**config.mk**
```make
export PLATFORM = sky130hd
export DESIGN_NAME = counter_arbiter_flat
export DESIGN_NICKNAME = d
export VERILOG_FILES = /design/src/rtl/counter_arbiter_if.sv /design/src/rtl/counter_arbiter.sv /design/src/flat_wrapper.sv
export SDC_FILE = /design/constraint.sdc
export NUM_CORES = 1
export LEC_CHECK = 0
export CAP_MARGIN = 20
export CELL_PAD_IN_SITES_DETAIL_PLACEMENT = 1
export CELL_PAD_IN_SITES_GLOBAL_PLACEMENT = 1
export CORE_MARGIN = 8
export CORE_UTILIZATION = 29
export CTS_CLUSTER_DIAMETER = 150
export CTS_CLUSTER_SIZE = 25
export DETAILED_ROUTE_END_ITERATION = 8
export PLACE_DENSITY = 0.83
export SETUP_SLACK_MARGIN = 0.05
export SYNTH_ARGS = -nofsm -noshare
export SYNTH_HDL_FRONTEND = slang
export SYNTH_SLANG_ARGS = --single-unit
```
**constraint.sdc**
```tcl
create_clock -name clk -period 1.5 [get_ports clk]
set_clock_uncertainty 0.05 [all_clocks]
set_input_delay 0.3 -clock clk [delete_from_list [all_inputs] [get_ports clk]]
set_output_delay 0.3 -clock clk [all_outputs]
set_load 0.01 [all_outputs]
```
**src/rtl/counter_arbiter_if.sv**
```systemverilog
// -----------------------------------------------------------------------------
// counter_arbiter_if
//
// Bundles the request/grant signals between N requesters and the shared
// interval counter.
//
//   req   [N-1:0]    per-requester request
//   len   [N*W-1:0]  per-requester terminal count, slice i = len[i*W +: W]
//   gnt   [N-1:0]    one-hot0 grant, bit i high while requester i owns the counter
//   busy             high while any grant is held
//   count [W-1:0]    current value of the shared counter
//   done  [N-1:0]    one-cycle completion pulse per requester
//
// master : requester side (drives req/len, observes the rest)
// slave  : arbiter side   (observes req/len, drives the rest)
// -----------------------------------------------------------------------------
interface counter_arbiter_if #(
    parameter int N = 4,
    parameter int W = 10
);
    logic [N-1:0]   req;
    logic [N*W-1:0] len;
    logic [N-1:0]   gnt;
    logic           busy;
    logic [W-1:0]   count;
    logic [N-1:0]   done;

    modport master (
        output req,
        output len,
        input  gnt,
        input  busy,
        input  count,
        input  done
    );

    modport slave (
        input  req,
        input  len,
        output gnt,
        output busy,
        output count,
        output done
    );
endinterface

```
**src/rtl/counter_arbiter.sv**
```systemverilog
// -----------------------------------------------------------------------------
// counter_arbiter
//
// N requesters share a single W-bit interval counter. While idle, the arbiter
// picks the first requester at or above a round-robin pointer, latches that
// requester's terminal count and runs the counter from 0 up to it. When the
// terminal count is reached the grant drops, the owner gets a one-cycle done
// pulse and the pointer moves past the owner. Arbitration is non-preemptive:
// once a grant is issued, req/len changes have no effect until it completes.
//
// Ports:
//   clk   clock, all state updates on the rising edge
//   rst   synchronous active-high reset
//   bus   counter_arbiter_if.slave (req, len in; gnt, busy, count, done out)
//
// Every output is driven straight from a flop, so there is no combinational
// path from req or len to any output.
// -----------------------------------------------------------------------------
module counter_arbiter #(
    parameter int N = 4,
    parameter int W = 10
) (
    input  logic                 clk,
    input  logic                 rst,
    counter_arbiter_if.slave     bus
);

    localparam int PW = (N > 1) ? $clog2(N) : 1;

    typedef enum logic {
        IDLE = 1'b0,
        RUN  = 1'b1
    } state_t;

    state_t          state;
    state_t          state_nxt;

    logic [PW-1:0]   ptr;
    logic [PW-1:0]   ptr_nxt;
    logic [PW-1:0]   owner;
    logic [PW-1:0]   owner_nxt;
    logic [W-1:0]    term;
    logic [W-1:0]    term_nxt;
    logic [W-1:0]    count;
    logic [W-1:0]    count_nxt;
    logic [N-1:0]    gnt;
    logic [N-1:0]    gnt_nxt;
    logic [N-1:0]    done;
    logic [N-1:0]    done_nxt;
    logic            busy;

    logic            found;
    logic [PW-1:0]   winner;
    logic            last;

    // -------------------------------------------------------------------------
    // Cyclic priority search: returns {found, index} of the first set bit of r
    // at or above p, wrapping past N-1 back to 0. Walking k downwards lets the
    // smallest cyclic distance overwrite any farther candidate.
    // -------------------------------------------------------------------------
    function automatic logic [PW:0] pick_winner(input logic [N-1:0]  r,
                                                input logic [PW-1:0] p);
        logic [PW:0] res;
        int          idx;
        res = '0;
        for (int k = N - 1; k >= 0; k--) begin
            idx = int'(p) + k;
            if (idx >= N) begin
                idx = idx - N;
            end
            if (r[idx]) begin
                res = {1'b1, idx[PW-1:0]};
            end
        end
        return res;
    endfunction

    function automatic logic [N-1:0] to_onehot(input logic [PW-1:0] i);
        logic [N-1:0] v;
        v    = '0;
        v[i] = 1'b1;
        return v;
    endfunction

    // (i + 1) mod N, valid for any N, not only powers of two
    function automatic logic [PW-1:0] wrap_inc(input logic [PW-1:0] i);
        logic [PW-1:0] r;
        if (int'(i) == N - 1) begin
            r = '0;
        end else begin
            r = i + 1'b1;
        end
        return r;
    endfunction

    assign {found, winner} = pick_winner(bus.req, ptr);

    // Terminal count reached: this is the final cycle of the grant. Because
    // the run ends here, count can never step past term and never wraps,
    // even for term = all-ones.
    assign last = (count == term);

    // -------------------------------------------------------------------------
    // State register
    // -------------------------------------------------------------------------
    always_ff @(posedge clk) begin
        if (rst) begin
            state <= IDLE;
        end else begin
            state <= state_nxt;
        end
    end

    // -------------------------------------------------------------------------
    // Next-state logic
    // -------------------------------------------------------------------------
    always_comb begin
        state_nxt = state;
        unique case (state)
            IDLE: begin
                if (found) begin
                    state_nxt = RUN;
                end
            end
            RUN: begin
                if (last) begin
                    state_nxt = IDLE;
                end
            end
            default: state_nxt = IDLE;
        endcase
    end

    // -------------------------------------------------------------------------
    // Output / datapath next values. The IDLE cycle that carries done also
    // arbitrates, so a waiting requester is granted one cycle after done.
    // -------------------------------------------------------------------------
    always_comb begin
        gnt_nxt   = gnt;
        count_nxt = count;
        term_nxt  = term;
        owner_nxt = owner;
        ptr_nxt   = ptr;
        done_nxt  = '0;
        unique case (state)
            IDLE: begin
                gnt_nxt   = '0;
                count_nxt = '0;
                if (found) begin
                    gnt_nxt   = to_onehot(winner);
                    owner_nxt = winner;
                    term_nxt  = bus.len[int'(winner) * W +: W];
                end
            end
            RUN: begin
                if (last) begin
                    gnt_nxt   = '0;
                    count_nxt = '0;
                    done_nxt  = to_onehot(owner);
                    ptr_nxt   = wrap_inc(owner);
                end else begin
                    count_nxt = count + 1'b1;
                end
            end
            default: begin
                gnt_nxt   = '0;
                count_nxt = '0;
            end
        endcase
    end

    // -------------------------------------------------------------------------
    // Output / datapath registers. Reset aborts any run without a done pulse.
    // -------------------------------------------------------------------------
    always_ff @(posedge clk) begin
        if (rst) begin
            gnt   <= '0;
            done  <= '0;
            count <= '0;
            busy  <= 1'b0;
            ptr   <= '0;
            term  <= '0;
            owner <= '0;
        end else begin
            gnt   <= gnt_nxt;
            done  <= done_nxt;
            count <= count_nxt;
            busy  <= |gnt_nxt;
            ptr   <= ptr_nxt;
            term  <= term_nxt;
            owner <= owner_nxt;
        end
    end

    assign bus.gnt   = gnt;
    assign bus.busy  = busy;
    assign bus.count = count;
    assign bus.done  = done;

endmodule

```
**src/flat_wrapper.sv**
```systemverilog
// flat-port wrapper written by rule: the top's interface ports become plain ports
module counter_arbiter_flat 
#(
    parameter int N = 4,
    parameter int W = 10
)
  (clk, rst, bus_req, bus_len, bus_gnt, bus_busy, bus_count, bus_done);
  counter_arbiter_if #(.N(N), .W(W)) bus_i ();
  input  logic clk;
  input  logic rst;
  input wire logic [$bits(bus_i.req)-1:0] bus_req;
  input wire logic [$bits(bus_i.len)-1:0] bus_len;
  output wire logic [$bits(bus_i.gnt)-1:0] bus_gnt;
  output wire logic [$bits(bus_i.busy)-1:0] bus_busy;
  output wire logic [$bits(bus_i.count)-1:0] bus_count;
  output wire logic [$bits(bus_i.done)-1:0] bus_done;
  assign bus_i.req = bus_req;
  assign bus_i.len = bus_len;
  assign bus_gnt = bus_i.gnt;
  assign bus_busy = bus_i.busy;
  assign bus_count = bus_i.count;
  assign bus_done = bus_i.done;
  counter_arbiter #(.N(N), .W(W)) u_core (.clk(clk), .rst(rst), .bus(bus_i));
endmodule
```
; Word-level counts from Yosys, hierarchy flattened
; Cells that the tools add are included.
[word_totals]
reg_bits = 34
input_bits = 46
out_inout_bits = 19
word_cells = 74
[op_classes]
addsub = 9
mul = 1
magnitude_cmp = 12
eq_ne = 2
shifts = 1
mux = 33
bitwise = 2
reduce_logical = 6
[ops]
columns = op, count
row1 = < comparator 32 x 4 -> 1 bit (second input constant), 4
row2 = 2-to-1 mux 32 bit, 4
row3 = >= comparator 32 x 4 -> 1 bit (second input constant), 3
row4 = subtractor 32 x 4 -> 32 bit (second input constant), 3
row5 = variable part select 40 x 32 -> 10 bit, 1
row6 = case mux 10 bit (2 select lines), 1
row7 = 2-to-1 mux 1 bit, 12
row8 = 2-to-1 mux 3 bit, 4
row9 = adder 10 x 1 -> 10 bit (second input constant), 1
row10 = == test 10 bit, 1
row11 = 2-to-1 mux 10 bit, 1
row12 = binary-select mux 1 bit (select 2 bit), 4
row13 = 2-to-1 mux 4 bit, 2
row14 = case mux 4 bit (2 select lines), 1
row15 = adder 2 x 2 -> 3 bit (second input constant), 2
row16 = < comparator 2 x 3 -> 1 bit (second input constant), 2
row17 = multiplier 2 x 3 -> 5 bit (second input constant), 1
row18 = demux 1 bit (select 2 bit), 2
row19 = >= comparator 2 x 1 -> 1 bit (second input constant), 2
row20 = AND reduction 2 bit, 2
row21 = OR reduction 4 bit, 1
row22 = subtractor 2 x 3 -> 4 bit (second input constant), 1
row23 = adder 2 x 1 -> 3 bit (second input constant), 1
row24 = >= comparator 2 x 3 -> 1 bit (second input constant), 1
row25 = 7 further kinds, 9

; Depth between registers and ports, before layout
; Gate-level depths: netlist of the first run.
[logic_depth]
ltp_word = 17
ltp_mapped = 7
depth_no_buf = 6

; Least setup slack after synthesis of the first run
; Ideal clock, no wire load.
[synth_path]
kind = reg2reg
startpoint = reg u_core.count[0] (netlist: u_core.bus.count[0])
endpoint = reg u_core.ptr[0]
setup_ps = 67
t_arrival_ps = 1507
t_required_ps = 1383
slack_ps = -124
stages_incl_launch_ff = 6
n_path_buf = 0
period_less_slack_ps = 1624
cell_sequence = dfxtp_1 -> xor2_1 -> nor4_2 -> nand4_2 -> or3_1 -> a21oi_2
[synth_between]
elab_chain_len = 2
[synth_rtl]
columns = item, line_no
row1 = start: declaration, counter_arbiter.sv:44  ; logic [W-1:0] count;
row2 = start signal: assignment, counter_arbiter.sv:187  ; count <= count_nxt;
row3 = == test 10 bit, counter_arbiter.sv:101  ; assign last = (count == term);
row4 = AND reduction 2 bit (no source line), --
row5 = end signal: assignment, counter_arbiter.sv:189  ; ptr <= ptr_nxt;
row6 = end: declaration, counter_arbiter.sv:38  ; logic [PW-1:0] ptr;
; No other way between the ends.
; A chain may end at the register's enable or synchronous reset.

; Worst setup path after layout of the first run
[layout_path]
startpoint = reg u_core.ptr[0]
endpoint = reg u_core.owner[1]
[layout_between]
elab_chain_len = 11
word_cells_on_any_way = 32
classes_between = add/sub: 7 / order compare: 4 / mux: 20 / reduce/logical: 1
[layout_rtl]
columns = item, line_no
row1 = adder 2 x 2 -> 3 bit, counter_arbiter.sv:67  ; idx = int'(p) + k;
row2 = subtractor 32 x 4 -> 32 bit or >= comparator 32 x 4 -> 1 bit (tied branches), "counter_arbiter.sv:69, counter_arbiter.sv:68"
row3 = 2-to-1 mux 32 bit, counter_arbiter.sv:68  ; if (idx >= N) begin
row4 = binary-select mux 1 bit (select 2 bit), counter_arbiter.sv:71  ; if (r[idx]) begin
row5 = 2-to-1 mux 1 bit (not written as such) (2 in a row), counter_arbiter.sv:71
row6 = 2-to-1 mux 3 bit (3 in a row), counter_arbiter.sv:71
row7 = 2-to-1 mux 3 bit (*), counter_arbiter.sv:71
row8 = AND reduction 2 bit (no source line), --
row9 = end signal: assignment, counter_arbiter.sv:191  ; owner <= owner_nxt;
row10 = end: declaration, counter_arbiter.sv:40  ; logic [PW-1:0] owner;
; Mark *: on every way between the ends. The rest lies on a longest branch, timed or not. The select of a mux whose other input is x is not followed.

==> flow_metrics.py, run 1 <==
metrics = {
    "yosys": {
        "synthArstFlopShare": 0,
        "synth_edf_count": 0,
        "synth_cells": 181,
        "yosys_most_used_dff": "dfxtp_1",
        "synthTopCellsByCount": "34 x dfxtp_1, 22 x mux2i_1, 18 x nor2_1",
        "synth_nets": 232,
        "post_synth_num_cell_types": 36,
        "yosys-top-cells-area": "dfxtp_1 39%, mux2i_1 13%, xor2_1 6.5%",
        "synth_top_area_share": 0.388,
        "ys_seq_elements": 34,
        "synth_most_common_cell": "dfxtp_1",
        "netlist_area_um2": 1760,
        "yosysWarnings": 0,
        "yosys.area.top_type": "dfxtp_1",
        "synth_area_per_cell_um2": 9.70,
        "yosysSeqAreaShare": 0.388,
    },
    "setup_path": {
        "worstPathArrival_ps": 1850,
        "setup.worst_path.end_class": "register",
        "timing.rr.start": "u_core.ptr[0]",
        "critPathKind": "reg2reg",
        "path_max_fanout": 5,
        "cp.required_ps": 1630,
        "crit_path_start": "u_core.ptr[0]",
        "critPathLaunchType": "register",
    },
    "routing": {
        "drt_wl_total_um": 8010,
        "route.vias.total": 1828,
        "met3_wirelength_um": 494,
        "drc_errors": 0,
        "met1_length_um": 2740,
        "drtIter0Drc": 57,
        "highest_layer": "met4",
        "wl_per_cell_um": 22.4,
        "firstDrtPassIters": 4,
        "viasPerCell": 5.11,
        "met2WireLength_um": 4320,
        "ant_nets": 0,
    },
    "placement": {
        "place.gp.congestion": 0.762,
        "port_buffers": 64,
        "dp_cells": 340,
        "dpl_worst_slack_ps": -613,
        "post-dp-hpwl_um": 4550,
        "placed_area_um2": 2700,
    },
    "floorplanning": {
        "die_h_um": 93.8,
        "rows": 28,
        "core_area_um2": 5890,
        "dieArea_um2": 8800,
        "io_pins": 65,
        "start_util": 0.298,
        "die_w_um": 93.8,
    },
    "sta": {
        "holdWs_ps": 441,
        "hold_viol": 0,
        "setup_viol": 33,
        "rsz0062_at_grt": "yes",
        "min_period_over_period": 1.14,
        "period_needed_ps": 1710,
        "slew_headroom": 0.813,
        "setup_ws_ps": -211,
        "max_freq_mhz": 584,
        "drv_slew": 0,
        "worstMarginPinSlew_ps": 278,
    },
    "cells_and_area": {
        "fillCellCount": 652,
        "fin_area_um2": 3210,
        "drive_gt1_frac": 0.413,
        "final_cells": 358,
        "nets": 333,
        "n_antenna_cell": 0,
        "area_growth_pct": 83.1,
    },
    "global_routing": {
        "antenna_found_initial": 0,
        "grt_overflow": 0,
        "grt_max_degree": 14,
        "grt_pass1_vias": 2092,
        "grt_first_pass_wirelength_um": 11100,
        "grt.total_usage": 0.166,
    },
    "clocking": {
        "clockBufferDepth": 2,
        "clock-root-buffer": "clkbuf_8",
        "clock_latency_ps": 300,
        "cts_sinks": 34,
        "cts_made_buffers": 5,
        "holdBufCountCts": 0,
        "clk_pin_slew_worst_paths_ps": 70,
        "htreeDepth": 2,
        "cts_tree": "built",
    },
    "run": {
        "maxCapViolations": 0,
    },
    "power": {
        "powerDensity_nw_per_um2": 830,
        "leakagePower_uw": 0.00133,
        "peakVddDrop_v": 0.000472,
    },
    "worst_hold_path": {
        "hold_start": "u_core.ptr[0]",
        "hold_path_class": "reg2reg",
    },
    "run_status": {
        "violations": "negative setup slack",
        "outcome": "complete, but fails checks",
    },
}
logic make-up after synthesis:
logic type | Yosys count | share of synthesized area
AND/OR/NAND/NOR | 59 | 0.195
flip-flops | 34 | 0.388
AO/OA/AOI/OAI | 27 | 0.123
multiplexers | 22 | 0.125
XOR/XNOR | 18 | 0.0898
buffers and inverters | 16 | 0.0435
adder cells (fa/ha/maj) | 5 | 0.0356
critical path, stage by stage (launching register included):
cell	delay, ps
dfxtp_2	330
nand2b_4	150
nor2b_4	140
o22a_4	270
buf_6	140
buf_16	140
buf_8	130
mux2i_2	160
nor2_1	70
power by group:
group          total [uW]  switching [uW]  internal, uW
Clock                 723             352           370
Combinational         894             393           501
Sequential           1050            74.1           976
Total                2670             820          1850
what timing repair did:
action                                  CTS  global route
endpoints found under the setup margin   53            38
setup buffers                             4             5
gates cloned                              3             0
resized for setup                        59            48
pin swaps                                14            16
flip-flops by register name (all words and copies together) (netlist names):
register / cells
u_core.bus.count: 10
u_core.term: 10
u_core.bus.done: 4
u_core.bus.gnt: 4
u_core.owner: 2
u_core.ptr: 2
u_core.bus.busy: 1
u_core.state: 1
per-stage QoR:
| stage | power [uW] | setup TNS (ps) | utilization |
|---|---|---|---|
| floorplan | 1340 | -164 | - |
| global placement | 1620 | -8630 | 0.458 |
| detailed placement | 1650 | -10490 | 0.458 |
| CTS | 2500 | -2200 | 0.514 |
| global route | 2760 | -5850 | 0.546 |
| finish | 2670 | -4380 | 0.546 |
worst paths after layout:
| kind | slack (ps) | end | cells past startpoint |
|---|---|---|---|
| max | -210 | u_core.owner[1] | 8 |
| min | 440 | u_core.ptr[0] | 2 |
| max reg2reg | -210 | u_core.owner[1] | 8 |
| min reg2reg | 440 | u_core.ptr[0] | 2 |
layout by cell type, fill, tap and decap left out, types with 3 or more instances in the layout:
| master | n |
|---|---|
| clkdlybuf4s50_1 | 41 |
| buf_4 | 28 |
| dfxtp_2 | 18 |
| dlygate4sd2_1 | 16 |
| dfxtp_1 | 16 |
| nor2_1 | 15 |
| mux2i_1 | 11 |
| nand3b_1 | 10 |
| xor2_2 | 8 |
| inv_1 | 7 |
| mux2i_4 | 6 |
| nand2_1 | 6 |
| o221ai_1 | 6 |
| clkbuf_8 | 6 |
| mux2i_2 | 5 |
| xor2_1 | 5 |
| xnor2_1 | 5 |
| ha_1 | 5 |
| o221ai_2 | 4 |
| o32ai_2 | 4 |
| clkdlybuf4s15_1 | 4 |
| buf_6 | 4 |
| nand2b_4 | 3 |
| nand2b_1 | 3 |
| a21oi_1 | 3 |
| and2_4 | 3 |
cell type report:
class	count	area, um^2	share of cell area
timing repair buffer	102	993	0.309
inverter	8	30.0	0.00934
clock inverter	1	5.00	0.00156
sequential	34	703	0.219
clock buffer	7	86.3	0.0269
multi-input combinational	131	1300	0.405
tap	75	93.8	0.0292
layer usage:
metal	up-vias	track usage
met1	890	0.165
met3	28	0.0360
li1	837	-
met4	0	0.104
met5	-	0
met2	73	0.305
No activity file was read; power rests on OpenSTA's default activity.
==> inputs of run 2 (changes only) <==
Settings changed: CTS_CLUSTER_DIAMETER 150 to 50, SKIP_CTS_REPAIR_TIMING set to 1.
==> flow_metrics.py, run 2 (same netlist as run 1, synthesis figures left out) <==
metrics = {
    "run_status": {
        "outcome": "complete, but fails checks",
        "violations": "negative setup slack",
    },
    "sta": {
        "hold_viol": 0,
        "drv_slew": 0,
        "setup_viol": 25,
        "setup_ws_ps": -129,
        "min_period_over_period": 1.09,
        "rsz0062_at_grt": "yes",
        "max_freq_mhz": 614,
        "period_needed_ps": 1630,
        "worstMarginPinSlew_ps": 251,
        "tns_ps": -1120,
        "slew_headroom": 0.832,
    },
    "global_routing": {
        "grt_overflow": 0,
        "grt_first_pass_wirelength_um": 9200,
        "grt_max_degree": 22,
        "grt.total_usage": 0.134,
        "antenna_found_initial": 0,
        "grt_pass1_vias": 1913,
    },
    "power": {
        "powerDensity_nw_per_um2": 803,
        "leakagePower_uw": 0.00158,
        "peakVddDrop_v": 0.000426,
    },
    "floorplanning": {
        "start_util": 0.298,
        "die_h_um": 93.8,
        "rows": 28,
        "core_area_um2": 5890,
        "die_w_um": 93.8,
        "dieArea_um2": 8800,
        "io_pins": 65,
    },
    "routing": {
        "highest_layer": "met4",
        "viasPerCell": 4.93,
        "drc_errors": 0,
        "drt_wl_total_um": 6480,
        "met1_length_um": 2580,
        "route.vias.total": 1740,
        "drtIter0Drc": 46,
        "met3_wirelength_um": 254,
        "ant_nets": 0,
        "wl_per_cell_um": 18.4,
        "met2WireLength_um": 3510,
        "firstDrtPassIters": 4,
    },
    "clocking": {
        "cts_sinks": 34,
        "clockBufferDepth": 2,
        "clk_pin_slew_worst_paths_ps": 70,
        "cts_made_buffers": 5,
        "clock-root-buffer": "clkbuf_8",
        "htreeDepth": 2,
        "clock_latency_ps": 290,
        "cts_tree": "built",
    },
    "setup_path": {
        "setup.worst_path.end_class": "register",
        "crit_end": "u_core.ptr[0]",
        "reg2regPathDepth": 5,
        "path_max_fanout": 2,
        "cp.required_ps": 1680,
        "critPathKind": "reg2reg",
        "critPathLaunchType": "register",
        "worstPathArrival_ps": 1810,
        "crit_path_start": "u_core.term[0]",
        "timing.rr.start": "u_core.term[0]",
        "r2r_setup_slack_ps": -130,
        "reg2reg_to": "u_core.ptr[0]",
    },
    "cells_and_area": {
        "layout.cells.most_common": "clkdlybuf4s50_1",
        "nets": 328,
        "n_antenna_cell": 0,
        "drive_gt1_frac": 0.331,
        "area_growth_pct": 78.3,
        "layout_common_cells": "41 x clkdlybuf4s50_1, 25 x buf_4, 23 x dlymetal6s2s_1",
        "top_regs": "u_core.bus.count: 10 flops, u_core.term: 10 flops",
    },
    "placement": {
        "place.gp.congestion": 0.762,
        "post-dp-hpwl_um": 4550,
        "dpl_worst_slack_ps": -613,
        "port_buffers": 64,
    },
    "worst_hold_path": {
        "hold_path_class": "reg2reg",
    },
    "run": {
        "maxCapViolations": 0,
    },
}
[run 2: cell types whose count changed in the layout (fill, tap and decap cells not counted), moves of 6 or more]
cell and change:
dlymetal6s2s_1 +22, mux2i_1 +9, mux2i_4 -6, dlygate4sd2_1 -16
[run 2: how the worst min path moves through the flow]
| stage | from | to | cells after the start |
|---|---|---|---|
| CTS | u_core.bus.gnt[2] | u_core.bus.gnt[2] | 2 |
| detailed placement | u_core.bus.gnt[2] | u_core.bus.gnt[2] | 2 |
| finish | u_core.ptr[0] | u_core.ptr[0] | 2 |
| global placement | u_core.ptr[0] | u_core.ptr[0] | 2 |
| floorplan | u_core.bus.count[0] | u_core.bus.count[0] | 1 |
| global route | u_core.ptr[0] | u_core.ptr[0] | 2 |
[run 2: stage by stage]
| step | cells | util | power, uW | area, um^2 | hold WS (ps) |
|---|---|---|---|---|---|
| floorplan | 181 | - | 1340 | 1790 | 412 |
| global placement | 340 | 0.458 | 1620 | 2700 | 422 |
| detailed placement | 340 | 0.458 | 1650 | 2700 | 446 |
| CTS | 348 | 0.473 | 2370 | 2790 | 455 |
| global route | 353 | 0.532 | 2620 | 3130 | 452 |
| finish | 353 | 0.532 | 2510 | 3130 | 442 |
[run 2: where the power goes]
group / switching, uW / leakage, uW / internal [uW]
clock network: 351 / 0.0000482 / 371
logic: 308 / 0.00125 / 434
registers: 73.7 / 0.000285 / 975
total: 733 / 0.00158 / 1780
[run 2: routing by layer]
metal,up-vias,global-route usage
met5,-,0
met4,0,0.0568
met3,11,0.0352
met2,53,0.249
met1,851,0.137
li1,825,-
[run 2: final cells by class]
type	instances	area, um^2
clock inverter	1	5.00
multi-input combinational	131	1190
timing repair buffer	97	1020
inverter	8	30.0
clock buffer	7	86.3
sequential	34	706
tap	75	93.8
fill	648	2760
[run 2: worst max-delay path: stages (launching register included)]
cell and delay, ps:
dfxtp_2 340, xor2_2 190, nor4_4 320, nand4_2 190
or3_4 360, a21oi_2 130
==> inputs of run 3 (changes only) <==
Settings changed: SKIP_CTS_REPAIR_TIMING 1 to not set, SKIP_LAST_GASP set to 1.
==> flow_metrics.py, run 3 (same netlist as run 1, synthesis figures left out) <==
metrics = {
    "placement": {
        "placed_area_um2": 2700,
        "post-dp-hpwl_um": 4550,
        "place.gp.congestion": 0.762,
        "dp_cells": 340,
        "port_buffers": 64,
    },
    "clocking": {
        "cts_sinks": 34,
        "holdBufCountCts": 0,
        "clock-root-buffer": "clkbuf_8",
        "clockBufferDepth": 2,
        "htreeDepth": 2,
        "cts_made_buffers": 5,
        "clk_pin_slew_worst_paths_ps": 70,
        "cts_tree": "built",
        "clock_latency_ps": 300,
    },
    "cells_and_area": {
        "final_cells": 358,
        "fillCellCount": 653,
        "area_growth_pct": 82.5,
        "drive_gt1_frac": 0.406,
        "nets": 333,
        "top_regs": "u_core.bus.count: 10 flops, u_core.term: 10 flops",
        "n_antenna_cell": 0,
        "utilization": 0.544,
        "layout.cells.most_common": "clkdlybuf4s50_1",
        "layout_common_cells": "41 x clkdlybuf4s50_1, 28 x buf_4, 18 x dfxtp_2",
        "fin_area_um2": 3200,
    },
    "floorplanning": {
        "die_w_um": 93.8,
        "start_util": 0.298,
        "dieArea_um2": 8800,
        "core_area_um2": 5890,
        "io_pins": 65,
        "die_h_um": 93.8,
        "rows": 28,
    },
    "worst_hold_path": {
        "hold_path_class": "reg2reg",
        "hold_start": "u_core.ptr[0]",
    },
    "run_status": {
        "violations": "negative setup slack",
        "outcome": "complete, but fails checks",
    },
    "sta": {
        "period_needed_ps": 1700,
        "setup_viol": 33,
        "rsz0062_at_grt": "yes",
        "drv_slew": 0,
        "worstMarginPinSlew_ps": 275,
        "setup_ws_ps": -205,
        "holdWs_ps": 439,
        "slew_headroom": 0.816,
        "max_freq_mhz": 587,
        "hold_viol": 0,
        "min_period_over_period": 1.14,
    },
    "run": {
        "maxCapViolations": 0,
    },
    "setup_path": {
        "path_max_fanout": 5,
        "crit_chain": "nand2b_4 > nor2b_4 > o22a_4 > buf_6 > buf_16 > buf_8 > mux2i_2 > nor2_1",
        "crit_path_start": "u_core.ptr[0]",
        "critPathKind": "reg2reg",
        "critPathBufInv": 3,
        "worstPathArrival_ps": 1840,
        "cp.required_ps": 1630,
        "slowest_stage": "dfxtp_2",
        "setup.worst_path.end_class": "register",
        "crit_family": "buffers and inverters",
        "critPathLaunchType": "register",
        "timing.rr.start": "u_core.ptr[0]",
        "max_stage_delay_ps": 330,
    },
    "global_routing": {
        "grt_overflow": 0,
        "grt.total_usage": 0.166,
        "grt_pass1_vias": 2095,
        "antenna_found_initial": 0,
        "grt_first_pass_wirelength_um": 11000,
        "grt_max_degree": 14,
    },
    "routing": {
        "route.vias.total": 1808,
        "drt_wl_total_um": 7710,
        "wl_per_cell_um": 21.5,
        "drc_errors": 0,
        "viasPerCell": 5.05,
        "firstDrtPassIters": 7,
        "drtIter0Drc": 41,
        "ant_nets": 0,
    },
    "power": {
        "powerDensity_nw_per_um2": 826,
        "leakagePower_uw": 0.00133,
        "peakVddDrop_v": 0.000424,
    },
}
==> run 3: cell count changes in the layout (fill, tap and decap cells not counted), sizes merged <==
cell           before  now
dlymetal6s2s       23    1
buf                31   38
clkdlybuf4s15       0    4
dlygate4sd2         0   16
==> run 3: per-stage QoR <==
step	power [uW]	TNS, ps	setup WS [ps]
final	2650	-4310	-205
after floorplan	1340	-164	-61.8
after detailed placement	1650	-10490	-613
after CTS	2500	-2200	-163
after global placement	1620	-8630	-552
after global routing	2750	-5600	-238
==> run 3: what timing repair did <==
action / CTS / global route
buffers inserted: 4 / 5
pin swaps: 14 / 15
gates resized for setup: 59 / 46
cloned: 3 / 0
endpoints found under the setup margin: 53 / 38
==> run 3: final timing paths <==
check,cells past startpoint,slack [ps],to
hold / removal,2,440,u_core.ptr[0]
hold reg to reg,2,440,u_core.ptr[0]
setup reg to reg,8,-200,u_core.owner[1]
setup / recovery,8,-200,u_core.owner[1]
==> run 3: per-layer routing <==
| metal | GRT usage | up-vias | part of all wire |
|---|---|---|---|
| li1 | - | 838 | - |
| met1 | 0.165 | 876 | 0.36 |
| met2 | 0.305 | 63 | 0.55 |
| met3 | 0.0360 | 31 | 0.046 |
| met4 | 0.104 | 0 | 0.049 |
| met5 | 0 | - | 0 |
==> run 3: layout make-up <==
type                            instances  area [um^2]  share of cell area
Timing Repair Buffer                  102          993               0.310
Clock inverter                          1         5.00             0.00156
Multi-Input combinational cell        131         1290               0.403
Tap cell                               75         93.8              0.0293
Sequential cell                        34          703               0.219
Clock buffer                            7         86.3              0.0269
Inverter                                8         30.0             0.00937
==> run 3: worst reg2reg max path: stages (launching register included) <==
cell      delay [ps]
dfxtp_2          330
nand2b_4         150
nor2b_4          140
o22a_4           270
buf_6            140
buf_16           150
buf_8            130
mux2i_2          170
nor2_1            80
==> run 3: report_power, final <==
part | switching [uW] | internal (uW) | total [uW]
sequential | 74.4 | 976 | 1050
combinational | 381 | 498 | 879
clock | 349 | 370 | 719
